**src/rtl/scan_clk_gen_pkg.sv**
```systemverilog
// Shared constants and types for the display scan-timing generator.
package scan_clk_pkg;

   // Output mode select: free-running 50% square or single-cycle strobe.
   typedef enum logic {
      MODE_SQUARE = 1'b0,
      MODE_PULSE  = 1'b1
   } scan_mode_e;

   // Terminal count for 480 Hz square output from a 100 MHz board clock.
   localparam int DEFAULT_DIV_480HZ = 104_167;

   // Smallest legal terminal count; an interval is never shorter than 2 cycles.
   localparam int MIN_DIV = 1;

endpackage

```
**src/rtl/scan_clk_gen_anode_decode.sv**
```systemverilog
// Phase index to active-low one-hot anode select. Purely combinational;
// the parent registers the result. A phase outside 0..PHASES-1 matches no
// bit, so every anode stays off.
module anode_decode
   import scan_clk_pkg::*;
#(
   parameter int PHASES  = 8,
   parameter int PHASE_W = 3
) (
   input  logic [PHASE_W-1:0] phase_i,
   output logic [PHASES-1:0]  anode_n_o
);

   genvar gi;
   generate
      for (gi = 0; gi < PHASES; gi++) begin : g_anode
         // Drive this anode low only when the phase selects it.
         assign anode_n_o[gi] = (phase_i != PHASE_W'(gi));
      end
   endgenerate

endmodule

```
**src/rtl/scan_clk_gen.sv**
```systemverilog
// Scan-timing generator for multiplexed 7-segment displays: runtime-loadable
// divider, square or strobe output, and a phase counter driving registered
// active-low one-hot anode selects.
module scan_clk_gen
   import scan_clk_pkg::*;
#(
   parameter int CNT_W       = 32,
   parameter int DEFAULT_DIV = DEFAULT_DIV_480HZ,
   parameter int PHASES      = 8,
   parameter int PHASE_W     = 3
) (
   input  logic               clk_in,
   input  logic               reset,
   input  logic               enable,
   input  logic               mode,
   input  logic               div_load,
   input  logic [CNT_W-1:0]   div_value,
   output logic               clk_out,
   output logic               tick,
   output logic [PHASE_W-1:0] phase,
   output logic [PHASES-1:0]  anode_n
);

   logic [CNT_W-1:0]   cnt_q, cnt_d;
   logic [CNT_W-1:0]   div_q, div_d;
   logic               clk_out_q, clk_out_d;
   logic               tick_q, tick_d;
   logic [PHASE_W-1:0] phase_q, phase_d;
   logic [PHASES-1:0]  anode_n_q, anode_n_d;
   logic [PHASES-1:0]  anode_dec_n;
   logic               terminal;
   logic               advance;
   scan_mode_e         mode_e;

   assign mode_e = scan_mode_e'(mode);

   // A load always wins over a coincident terminal count.
   assign terminal = enable && !div_load && (cnt_q == div_q);

   // Square mode steps the scan on the rising half of clk_out; strobe mode on every terminal.
   assign advance = terminal && ((mode_e == MODE_PULSE) || !clk_out_q);

   // Next-state for divider, output clock and phase.
   always_comb begin
      cnt_d     = cnt_q;
      div_d     = div_q;
      clk_out_d = clk_out_q;
      tick_d    = 1'b0;
      phase_d   = phase_q;

      if (div_load) begin
         div_d = (div_value < CNT_W'(MIN_DIV)) ? CNT_W'(MIN_DIV) : div_value;
         cnt_d = '0;
      end else if (enable) begin
         if (terminal) begin
            cnt_d  = '0;
            tick_d = 1'b1;
         end else begin
            cnt_d = cnt_q + CNT_W'(1);
         end
      end

      // Strobe mode mirrors tick exactly, so it drops during loads and while disabled.
      if (mode_e == MODE_PULSE) begin
         clk_out_d = terminal;
      end else if (terminal) begin
         clk_out_d = ~clk_out_q;
      end

      if (advance) begin
         phase_d = (phase_q == PHASE_W'(PHASES - 1)) ? '0 : phase_q + PHASE_W'(1);
      end
   end

   anode_decode #(
      .PHASES  (PHASES),
      .PHASE_W (PHASE_W)
   ) u_anode_decode (
      .phase_i   (phase_d),
      .anode_n_o (anode_dec_n)
   );

   // Blank every anode while the scan is disabled.
   always_comb begin
      anode_n_d = '1;
      if (enable) begin
         anode_n_d = anode_dec_n;
      end
   end

   // State and output registers with asynchronous reset.
   always_ff @(posedge clk_in or posedge reset) begin
      if (reset) begin
         cnt_q     <= '0;
         div_q     <= CNT_W'(DEFAULT_DIV);
         clk_out_q <= 1'b0;
         tick_q    <= 1'b0;
         phase_q   <= '0;
         anode_n_q <= '1;
      end else begin
         cnt_q     <= cnt_d;
         div_q     <= div_d;
         clk_out_q <= clk_out_d;
         tick_q    <= tick_d;
         phase_q   <= phase_d;
         anode_n_q <= anode_n_d;
      end
   end

   assign clk_out = clk_out_q;
   assign tick    = tick_q;
   assign phase   = phase_q;
   assign anode_n = anode_n_q;

endmodule

```
**config.mk**
```make
export PLATFORM = sky130hd
export DESIGN_NAME = scan_clk_gen
export DESIGN_NICKNAME = d
export VERILOG_FILES = /design/src/rtl/scan_clk_gen_pkg.sv /design/src/rtl/scan_clk_gen_anode_decode.sv /design/src/rtl/scan_clk_gen.sv
export SDC_FILE = /design/constraint.sdc
export NUM_CORES = 1
export LEC_CHECK = 0
export ABC_AREA = 1
export ABC_CLOCK_PERIOD_IN_PS = 2300
export CAP_MARGIN = 20
export CELL_PAD_IN_SITES_DETAIL_PLACEMENT = 0
export CELL_PAD_IN_SITES_GLOBAL_PLACEMENT = 1
export CORE_AREA = 2 2 105 107
export DETAILED_ROUTE_END_ITERATION = 7
export DIE_AREA = 0 0 107 109
export DONT_BUFFER_PORTS = 1
export PLACE_DENSITY = 0.87
export SYNTH_ARGS = -nofsm -noshare
export SYNTH_HDL_FRONTEND = slang
export SYNTH_SLANG_ARGS = --single-unit
```
**constraint.sdc**
```tcl
create_clock -name clk_in -period 2.3 [get_ports clk_in]
set_input_delay 0.23 -clock clk_in [delete_from_list [all_inputs] [get_ports clk_in]]
set_output_delay 0.23 -clock clk_in [all_outputs]
set_load 0.005 [all_outputs]
```
# Word level (Yosys, flattened, before mapping)
# Cells that the tools add are included.
dict set report word_totals {
  wordCells 40
  input_bits 37
  reg_bits 77
}
dict set report classes {
  addsub 2
  muxes 12
  magnitude_cmp 1
  bitwise_logic 1
  n_eq_ne 9
  n_reduce_logical 9
}
# operator n
set ops {}
lappend ops {{two-way mux 32 bit} 4}
lappend ops {{adder 32 x 1 -> 32 bit, second input constant} 1}
lappend ops {{equality test 32 bit} 1}
lappend ops {{< comparator 32 x 1 -> 1 bit, second input constant} 1}
lappend ops {{!= test 3 bit, second input constant} 4}
lappend ops {{two-way mux 8 bit} 1}
lappend ops {{two-way mux 3 bit} 2}
lappend ops {{!= test 3 x 2 -> 1 bit, second input constant} 2}
lappend ops {{two-way mux 1 bit} 5}
lappend ops {{nonzero test 2 bit} 2}
lappend ops {{adder 3 x 1 -> 3 bit, second input constant} 1}
lappend ops {{equality test 3 bit, second input constant} 1}
lappend ops {{logical AND 1 bit} 3}
lappend ops {{!= test 3 x 1 -> 1 bit, second input constant} 1}
lappend ops {{nonzero test 3 bit} 1}
lappend ops {{logical NOT 1 bit} 2}
lappend ops {{logical OR 1 bit} 1}
lappend ops {{NOT 1 bit} 1}

# Depth between registers and ports, before layout
# Gate-level depths: netlist of the first run.
dict set report logic_depth {
  depth_word 7
  depth_mapped 13
  mapped_depth_nobuf 13
}

# Cells and area by module
# A second synthesis of the first run with hierarchy kept.
dict set report unflattened {
  hier_cells 717
  hier_area_um2 4923.5
}
# mod area_per_inst_um2 n_inst cells_each seq_area_each_um2
set by_module_without_submodules {}
lappend by_module_without_submodules {scan_clk_gen 4870.9 1 705 1950.6}
lappend by_module_without_submodules {anode_decode 52.6 1 12 0.0}

# Least setup slack after synthesis of the first run
# Ideal clock, no wire load.
dict set report synth_path {
  path_type {register to register}
  from {reg cnt_q[0]}
  to {reg cnt_q[26]}
  period_less_slack_ps 1746
  t_arrival_ps 1614
  required_time_ps 2168
  path_slack_ps 554
  setup_time_ps 132
  path_stages_with_launch 9
  cell_sequence {dfrtp_1 ha_1 nand3_2 nor3_4 nand3_2 nor2_4 nand3_1 xor2_1 o22ai_2}
}
dict set report synth_via {
  elab_chain_cells 5
  elab_cells_between_ends 6
  classes_between {add/sub: 1; eq/ne: 1; mux: 3; reduce/logical: 1}
}
# element line
set synth_rtl {}
lappend synth_rtl {{start: declaration} scan_clk_gen.sv:24} ;# logic [CNT_W-1:0] cnt_q, cnt_d;
lappend synth_rtl {{start signal: assignment} scan_clk_gen.sv:101} ;# cnt_q <= cnt_d;
lappend synth_rtl {{branches (longest 2 deep; another with adder 32 x 1 -> 32 bit)} n/a}
lappend synth_rtl {{two-way mux 32 bit *} scan_clk_gen.sv:55} ;# if (terminal) begin
lappend synth_rtl {{two-way mux 32 bit *} scan_clk_gen.sv:54} ;# end else if (enable) begin
lappend synth_rtl {{two-way mux 32 bit *} scan_clk_gen.sv:51} ;# if (div_load) begin
# Mark *: on every way between the ends. The select of a mux whose other input is x is not followed.
# A chain may end at the register's enable or synchronous reset.

# Worst setup path in the final report of the first run
dict set report layout_path {
  from {reg div_q[6]}
  to {reg anode_n_q[2] (netlist: anode_n[2])}
}
dict set report layout_via {
  elab_chain_cells 6
}
# element line
set layout_rtl {}
lappend layout_rtl {{start: declaration} scan_clk_gen.sv:25} ;# logic [CNT_W-1:0] div_q, div_d;
lappend layout_rtl {{start signal: assignment} scan_clk_gen.sv:95} ;# div_q <= CNT_W'(DEFAULT_DIV);
lappend layout_rtl {{start signal: assignment} scan_clk_gen.sv:102} ;# div_q <= div_d;
lappend layout_rtl {{equality test 32 bit} scan_clk_gen.sv:38} ;# assign terminal = enable && !div_load && (cnt_q == div_q);
lappend layout_rtl {{logical AND 1 bit} scan_clk_gen.sv:38}
lappend layout_rtl {{logical AND 1 bit} scan_clk_gen.sv:41} ;# assign advance = terminal && ((mode_e == MODE_PULSE) || !clk_out_q);
lappend layout_rtl {{two-way mux 3 bit} scan_clk_gen.sv:70} ;# if (advance) begin
lappend layout_rtl {{via phase_d[2]} scan_clk_gen.sv:28} ;# logic [PHASE_W-1:0] phase_q, phase_d;
lappend layout_rtl {{!= test 3 x 2 -> 1 bit} scan_clk_gen_anode_decode.sv:18} ;# assign anode_n_o[gi] = (phase_i != PHASE_W'(gi));
lappend layout_rtl {{two-way mux 8 bit} scan_clk_gen.sv:86} ;# if (enable) begin
lappend layout_rtl {{via anode_n_d[2]} scan_clk_gen.sv:29} ;# logic [PHASES-1:0] anode_n_q, anode_n_d;
lappend layout_rtl {{end signal: assignment} scan_clk_gen.sv:106} ;# anode_n_q <= anode_n_d;
lappend layout_rtl {{end: declaration} scan_clk_gen.sv:29}
# The timed path passes the listed nets, and every way through them passes these cells.

==> results of run 1 <==
## logic make-up (layout without fill, tap and decap cells)
logic type / count (synthesis) / after routing / share of synthesized area (%)
and+or+nand+nor: 338 / 338 / 32.7
buffers and inverters: 108 / 149 / 9.35
DFF: 77 / 77 / 42.2
AOI/OAI and AO/OA: 70 / 70 / 9.24
xor gates and xnor gates: 30 / 30 / 5.69
adders and majority gates: 3 / 3 / 0.813
## cells in the final DEF (no fill, tap or decap), types with 3 or more instances in the layout
master,n
nand2_1,219
inv_1,84
dfrtp_1,58
nor2_1,42
o21ai_0,36
dlygate4sd3_1,33
xor2_1,23
o22ai_1,20
dfstp_2,19
nand4_1,18
nor3_1,15
nand3_1,15
clkbuf_8,9
inv_2,8
nor4_1,8
xnor2_1,7
nand3_2,5
o22ai_2,5
nor2_2,4
buf_4,4
a21oi_1,3
ha_1,3
## cell type report
cell class | instances | area [sq um] | share of cell area [%]
Clock buffer | 9 | 124 | 2.33
Multi-Input combinational cell | 441 | 2240 | 42.0
Timing Repair Buffer | 39 | 400 | 7.52
Clock inverter | 7 | 82.6 | 1.55
Tap cell | 140 | 175 | 3.29
Inverter | 94 | 355 | 6.67
Sequential cell | 77 | 1950 | 36.6
## worst max-delay path, stage by stage, from the launching register on
cell     delay, ns
dfstp_2       0.54
inv_1         0.05
nand2_1       0.05
nand2_1       0.05
nor2_1        0.22
and2_1        0.16
nand2_1       0.04
nor2_1        0.19
nand4_2       0.22
nand2_1       0.11
nand2_1       0.08
nor2_2        0.16
nand2_1       0.09
## path summary, 6_finish.rpt
check | startpoint | cells past startpoint | slack, ns | end
max | div_q[6] | 12 | 0.25 | anode_n[2]
min | div_value[0] | 2 | 0.05 | div_q[0]
max reg2reg | div_q[6] | 12 | 0.25 | anode_n[2]
min reg2reg | div_q[7] | 2 | 0.50 | div_q[7]
max in group asynchronous | reset | 3 | 1.50 | div_q[1]
min in group asynchronous | reset | 3 | 0.40 | div_q[4]
## layer usage
layer  vias to the layer above  GRT usage (%)  wire length, microns
met4                         0           7.88                   280
met1                      1868           28.8                  5450
met3                        17           4.00                   521
li1                       2058              -                     -
met5                         -              0                     0
met2                        88           34.3                  5430
## stage by stage
step	instance area, sq um	hold WS [ns]	instances	power, mW	utilization [%]
6_report	5320	0.0480	807	2.91	50.2
5_1_grt	5320	0.0391	807	3.06	50.2
3_5_place_dp	4770	0.248	757	1.79	45.0
4_1_cts	5320	0.0227	807	2.96	50.2
3_3_place_gp	4770	0.246	757	1.78	45.0
2_1_floorplan	4620	0.344	626	1.71	-
## power by group
| part | internal, mW | switching, mW |
|---|---|---|
| combinational | 0.138 | 0.219 |
| clock | 0.516 | 0.575 |
| sequential | 1.42 | 0.0407 |
| total | 2.08 | 0.835 |
## state kept, by name (all words and copies together), names as in the netlist
name     cells
div_q       32
phase        3
tick         1
clk_out      1
anode_n      8
cnt_q       32
==> results.cfg, run 1 <==
[floorplan]
io_pins = 50
start_util_pct = 43.6
die_y_microns = 109
fp.dieW_microns = 107
rows = 38
dieArea_sq_mm = 0.0117
core_sq_mm = 0.0106

[logic_synthesis]
syn_inst = 626
ys_types = 39
netlist.area_leader.share_pct = 31.4
synth-edff-count = 0
synth_fp_nets = 666
yosysWarnings = 0
synth_largest_area_cell = dfrtp_1
synth_area_sq_mm = 0.00462
synth.avg_cell_area_sq_um = 7.38
synthFlopType = dfrtp_1
synth_seq_cells = 77
ys_top_cells_by_count = nand2_1 (219), inv_1 (85), dfrtp_1 (58), nor2_1 (42), o21ai_0 (36)
ys_top_cells_by_area = dfrtp_1 (31%), nand2_1 (18%), dfstp_2 (11%)
synthArstFlopShare_pct = 100
synth.yosys.seq_area_share_pct = 42.2
yosysMostFrequentCell = nand2_1

[critical_path]
required_ns = 2.59
crit_path_end_kind = flop
worstPathArrival_ns = 2.35
critPathKind = flop to flop
start_kind = flop
cp_max_fo = 7

[sta]
setup_tns_ns = 0
fmax_mhz = 487
relSlewSlack_pct = 56.2
skew_ns = 0.0116
min_period_ns = 2.05
worstMarginPinSlew_ns = 0.651
fin_crit_sh_pct = 89.3
hold_violations = 0
finalWorstSetupSlack_ns = 0.247
rsz0062_at_grt = false
setup_viol = 0
drv_slew = 0

[clocking]
cts_buffer_depth = 2
clk_pin_slew_ns = 0.09
cts_setup_buffers = 0
hold_buffers = 34
cts_buffers = 9
root_buffer = clkbuf_8
clk_latency_ns = 0.37
cts.repair.resized = 0
cts.htree.levels = 3
cts_tree = yes
cts.sinks = 77

[detailed_routing]
drt_pass1_iterations = 4
remaining_drc_errors = 0
totalWireLength_microns = 11700
via_per_inst = 5.00
routedWlPerCell_microns = 14.5
drt-initial-drc-count = 294
vias = 4031
postRouteAntennaNets = 0

[layout]
diodes = 0
drive_gt1_share_pct = 11.1
finalNetCount = 702
n_fill_cell = 1038
syn_to_final_growth_pct = 15.3

[grt]
grt_pass1_wl_microns = 19100
grtUsageTotal_pct = 21.3
grt_overflow_total = 0
grt_max_degree = 78
grt_pass1_vias = 3937
antenna_found_initial = 0

[placement]
gp_congestion = 0.878
post-place-ws_ns = 0.315
hpwlAfterDp_microns = 8330
portBuffers = 0

[pwr]
p_leak_nw = 2.45
power.density_mw_per_mm2 = 547
vdd_drop_max_v = 0.000313

[outcome]
status = completed

[hold_path]
holdCritPathClass = primary input to flop

[job]
drv_cap = 0
Power figures use the tool's default switching activity.
==> run 2: changes to the inputs <==
--- a/config.mk
+++ b/config.mk
@@ -5,16 +5,15 @@
 export SDC_FILE = /design/constraint.sdc
 export NUM_CORES = 1
 export LEC_CHECK = 0
-export ABC_AREA = 1
 export ABC_CLOCK_PERIOD_IN_PS = 2300
 export CAP_MARGIN = 20
 export CELL_PAD_IN_SITES_DETAIL_PLACEMENT = 0
 export CELL_PAD_IN_SITES_GLOBAL_PLACEMENT = 1
-export CORE_AREA = 2 2 105 107
+export CORE_AREA = 2 2 100 102
 export DETAILED_ROUTE_END_ITERATION = 7
-export DIE_AREA = 0 0 107 109
+export DIE_AREA = 0 0 102 104
 export DONT_BUFFER_PORTS = 1
-export PLACE_DENSITY = 0.87
+export PLACE_DENSITY = 0.82
 export SYNTH_ARGS = -nofsm -noshare
 export SYNTH_HDL_FRONTEND = slang
 export SYNTH_SLANG_ARGS = --single-unit
==> run 2 against run 1 <==
Net effect: the run now ends with setup timing left; non-clock buffer count is 11 higher; maximum frequency is 12% lower; highest routed layer unchanged; largest power group unchanged; final area decreased by 6.4%; core utilization increased by 2.0 points; power shrank 1.8%; via count fell by 19%; largest cell class unchanged; critical path type unchanged; cell count fell by 28%; count of clock-buffer cells in the layout did not move; synthesized cell count down 35%.
==> results.cfg, run 2 <==
[outcome]
status = complete, but fails checks
violations = setup timing

[hold_path]
hold_end = div_q[25]
hold_start = div_value[25]
hold_depth = 1
holdCritPathClass = primary input to flop

[critical_path]
reg2reg_from = div_q[24]
required_ns = 2.55
path_cells = xor2_1, nor4_4, nand4_4, o31ai_4, buf_6, clkbuf_16, nor3_1, a211o_1
worstPathArrival_ns = 2.59
timing.rr.end = cnt_q[30]
critPathBufInv = 2
critical-path-top-delay-family = simple AND/OR/NAND/NOR gates
crit_path_end_kind = flop
cp_slowest_cell = dfrtp_1
critPathKind = flop to flop
cp_max_fo = 10
cp_slowest_stage_delay_ns = 0.42
start_kind = flop
r2r_slack_ns = -0.04
reg2reg_depth = 8

[logic_synthesis]
synth_area_sq_mm = 0.00417
yosysMostFrequentCell = dfrtp_1
synth-edff-count = 0
syn_inst = 405
yosysWarnings = 0
ys_types = 53
ys_top_cells_by_area = dfrtp_1 (35%), dfstp_2 (12%), mux2_2 (9.2%)
synth_largest_area_cell = dfrtp_1
synth_seq_cells = 77
ys_top_cells_by_count = dfrtp_1 (58), nand2_1 (43), mux2_2 (34), nor2_1 (34), xor2_1 (34)
synth.avg_cell_area_sq_um = 10.3
synthArstFlopShare_pct = 100
synth_fp_nets = 445
synthFlopType = dfrtp_1
synth.yosys.seq_area_share_pct = 46.7
netlist.area_leader.share_pct = 34.8

[layout]
diodes = 0
final_common_cell = dfrtp_1
finalNetCount = 483
drive_gt1_share_pct = 31.3
final_cell_mix = dfrtp_1 (57), nand2_1 (42), buf_4 (39)
post-route-util_pct = 52.2
syn_to_final_growth_pct = 19.4
final_cell_count_no_fill = 581

[sta]
worstMarginPinSlew_ns = 0.846
setup_tns_ns = -0.317
finalWorstSetupSlack_ns = -0.0369
timing.hold.ws_ns = 0.0118
hold_violations = 0
min_period_ns = 2.34
skew_ns = 0.0109
relSlewSlack_pct = 43.4
rsz0062_at_grt = true
drv_slew = 0
fin_crit_sh_pct = 102
fmax_mhz = 428
setup_viol = 13

[clocking]
cts_buffer_depth = 2
clk_latency_ns = 0.36
root_buffer = clkbuf_8
cts.sinks = 77
clk_pin_slew_ns = 0.08
cts.htree.levels = 3
cts_tree = yes
cts_buffers = 9

[pwr]
power.density_mw_per_mm2 = 574
vdd_drop_max_v = 0.000447
p_leak_nw = 2.15

[floorplan]
rows = 36
dieArea_sq_mm = 0.0106
start_util_pct = 43.7
fp.dieW_microns = 102
io_pins = 50
die_y_microns = 104
core_sq_mm = 0.00955

[detailed_routing]
highest_layer = met4
routedWlPerCell_microns = 18.2
postRouteAntennaNets = 0
totalWireLength_microns = 10600
remaining_drc_errors = 0
drt-initial-drc-count = 292
route.met3.wl_microns = 520
drt_pass1_iterations = 4
via_per_inst = 5.59
wl_met1_microns = 4740
vias = 3245
wl_met2_microns = 5090

[grt]
grt_overflow_total = 0
grtUsageTotal_pct = 20.7
antenna_found_initial = 0
grt_pass1_wl_microns = 16800
grt_max_degree = 61
grt_pass1_vias = 3164

[job]
drv_cap = 0

[placement]
hpwlAfterDp_microns = 7280
dp_cells = 551
portBuffers = 0
gp_congestion = 0.892
==> run 2: worst max path at each step <==
stage	startpoint	end	cells past startpoint
floorplan	reset	clk_out	1
global placement	div_q[12]	cnt_q[11]	7
detailed placement	div_q[12]	cnt_q[11]	7
CTS	div_q[14]	cnt_q[11]	7
global route	div_q[18]	cnt_q[17]	8
finish	div_q[24]	cnt_q[30]	8
==> run 2: power breakdown <==
group	leakage (nW)	switching [mW]	total [mW]	internal, mW
registers	0.960	0.0552	1.49	1.43
logic	1.08	0.125	0.245	0.119
clock network	0.105	0.524	1.13	0.605
==> run 2: logic make-up (layout without fill, tap and decap cells) <==
kind of cell | count (synthesis) | in the layout | share of synthesized area, %
mux | 34 | 34 | 9.18
xor+xnor | 38 | 38 | 7.98
compound gates | 52 | 52 | 9.36
fa+ha+maj | 3 | 3 | 0.900
flops | 77 | 77 | 46.7
simple gates | 175 | 175 | 22.3
buf+inv | 26 | 69 | 3.51
==> run 2: stage by stage <==
step	power (mW)	area (sq um)	setup slack [ns]
after floorplan	1.66	4170	0.135
after global placement	1.71	4510	-0.161
after detailed placement	1.71	4510	-0.219
after CTS	2.85	4790	0.00885
after global routing	2.96	4980	-0.136
final	2.86	4980	-0.0369
==> run 2: final cells by class <==
class / instances / area [sq um]
Clock buffer: 9 / 124
Sequential cell: 77 / 1950
Tap cell: 133 / 166
Fill cell: 886 / 4570
Multi-Input combinational cell: 302 / 2160
Timing Repair Buffer: 50 / 480
Clock inverter: 7 / 90.1
Inverter: 3 / 11.3
==> run 2: repair_timing <==
item                                   CTS  global route
endpoints found under the hold margin   11             0
setup endpoints to repair               34            23
cloned                                   0             3
gates resized for setup                  5            10
setup buffers                            0             8
pin swaps                                2             5
hold buffers                             3             0
==> run 2: routing by layer <==
| layer | up-vias | track usage [%] |
|---|---|---|
| met5 | - | 0 |
| met4 | 0 | 6.19 |
| met3 | 16 | 3.90 |
| met2 | 88 | 32.2 |
| met1 | 1595 | 29.3 |
| li1 | 1546 | - |
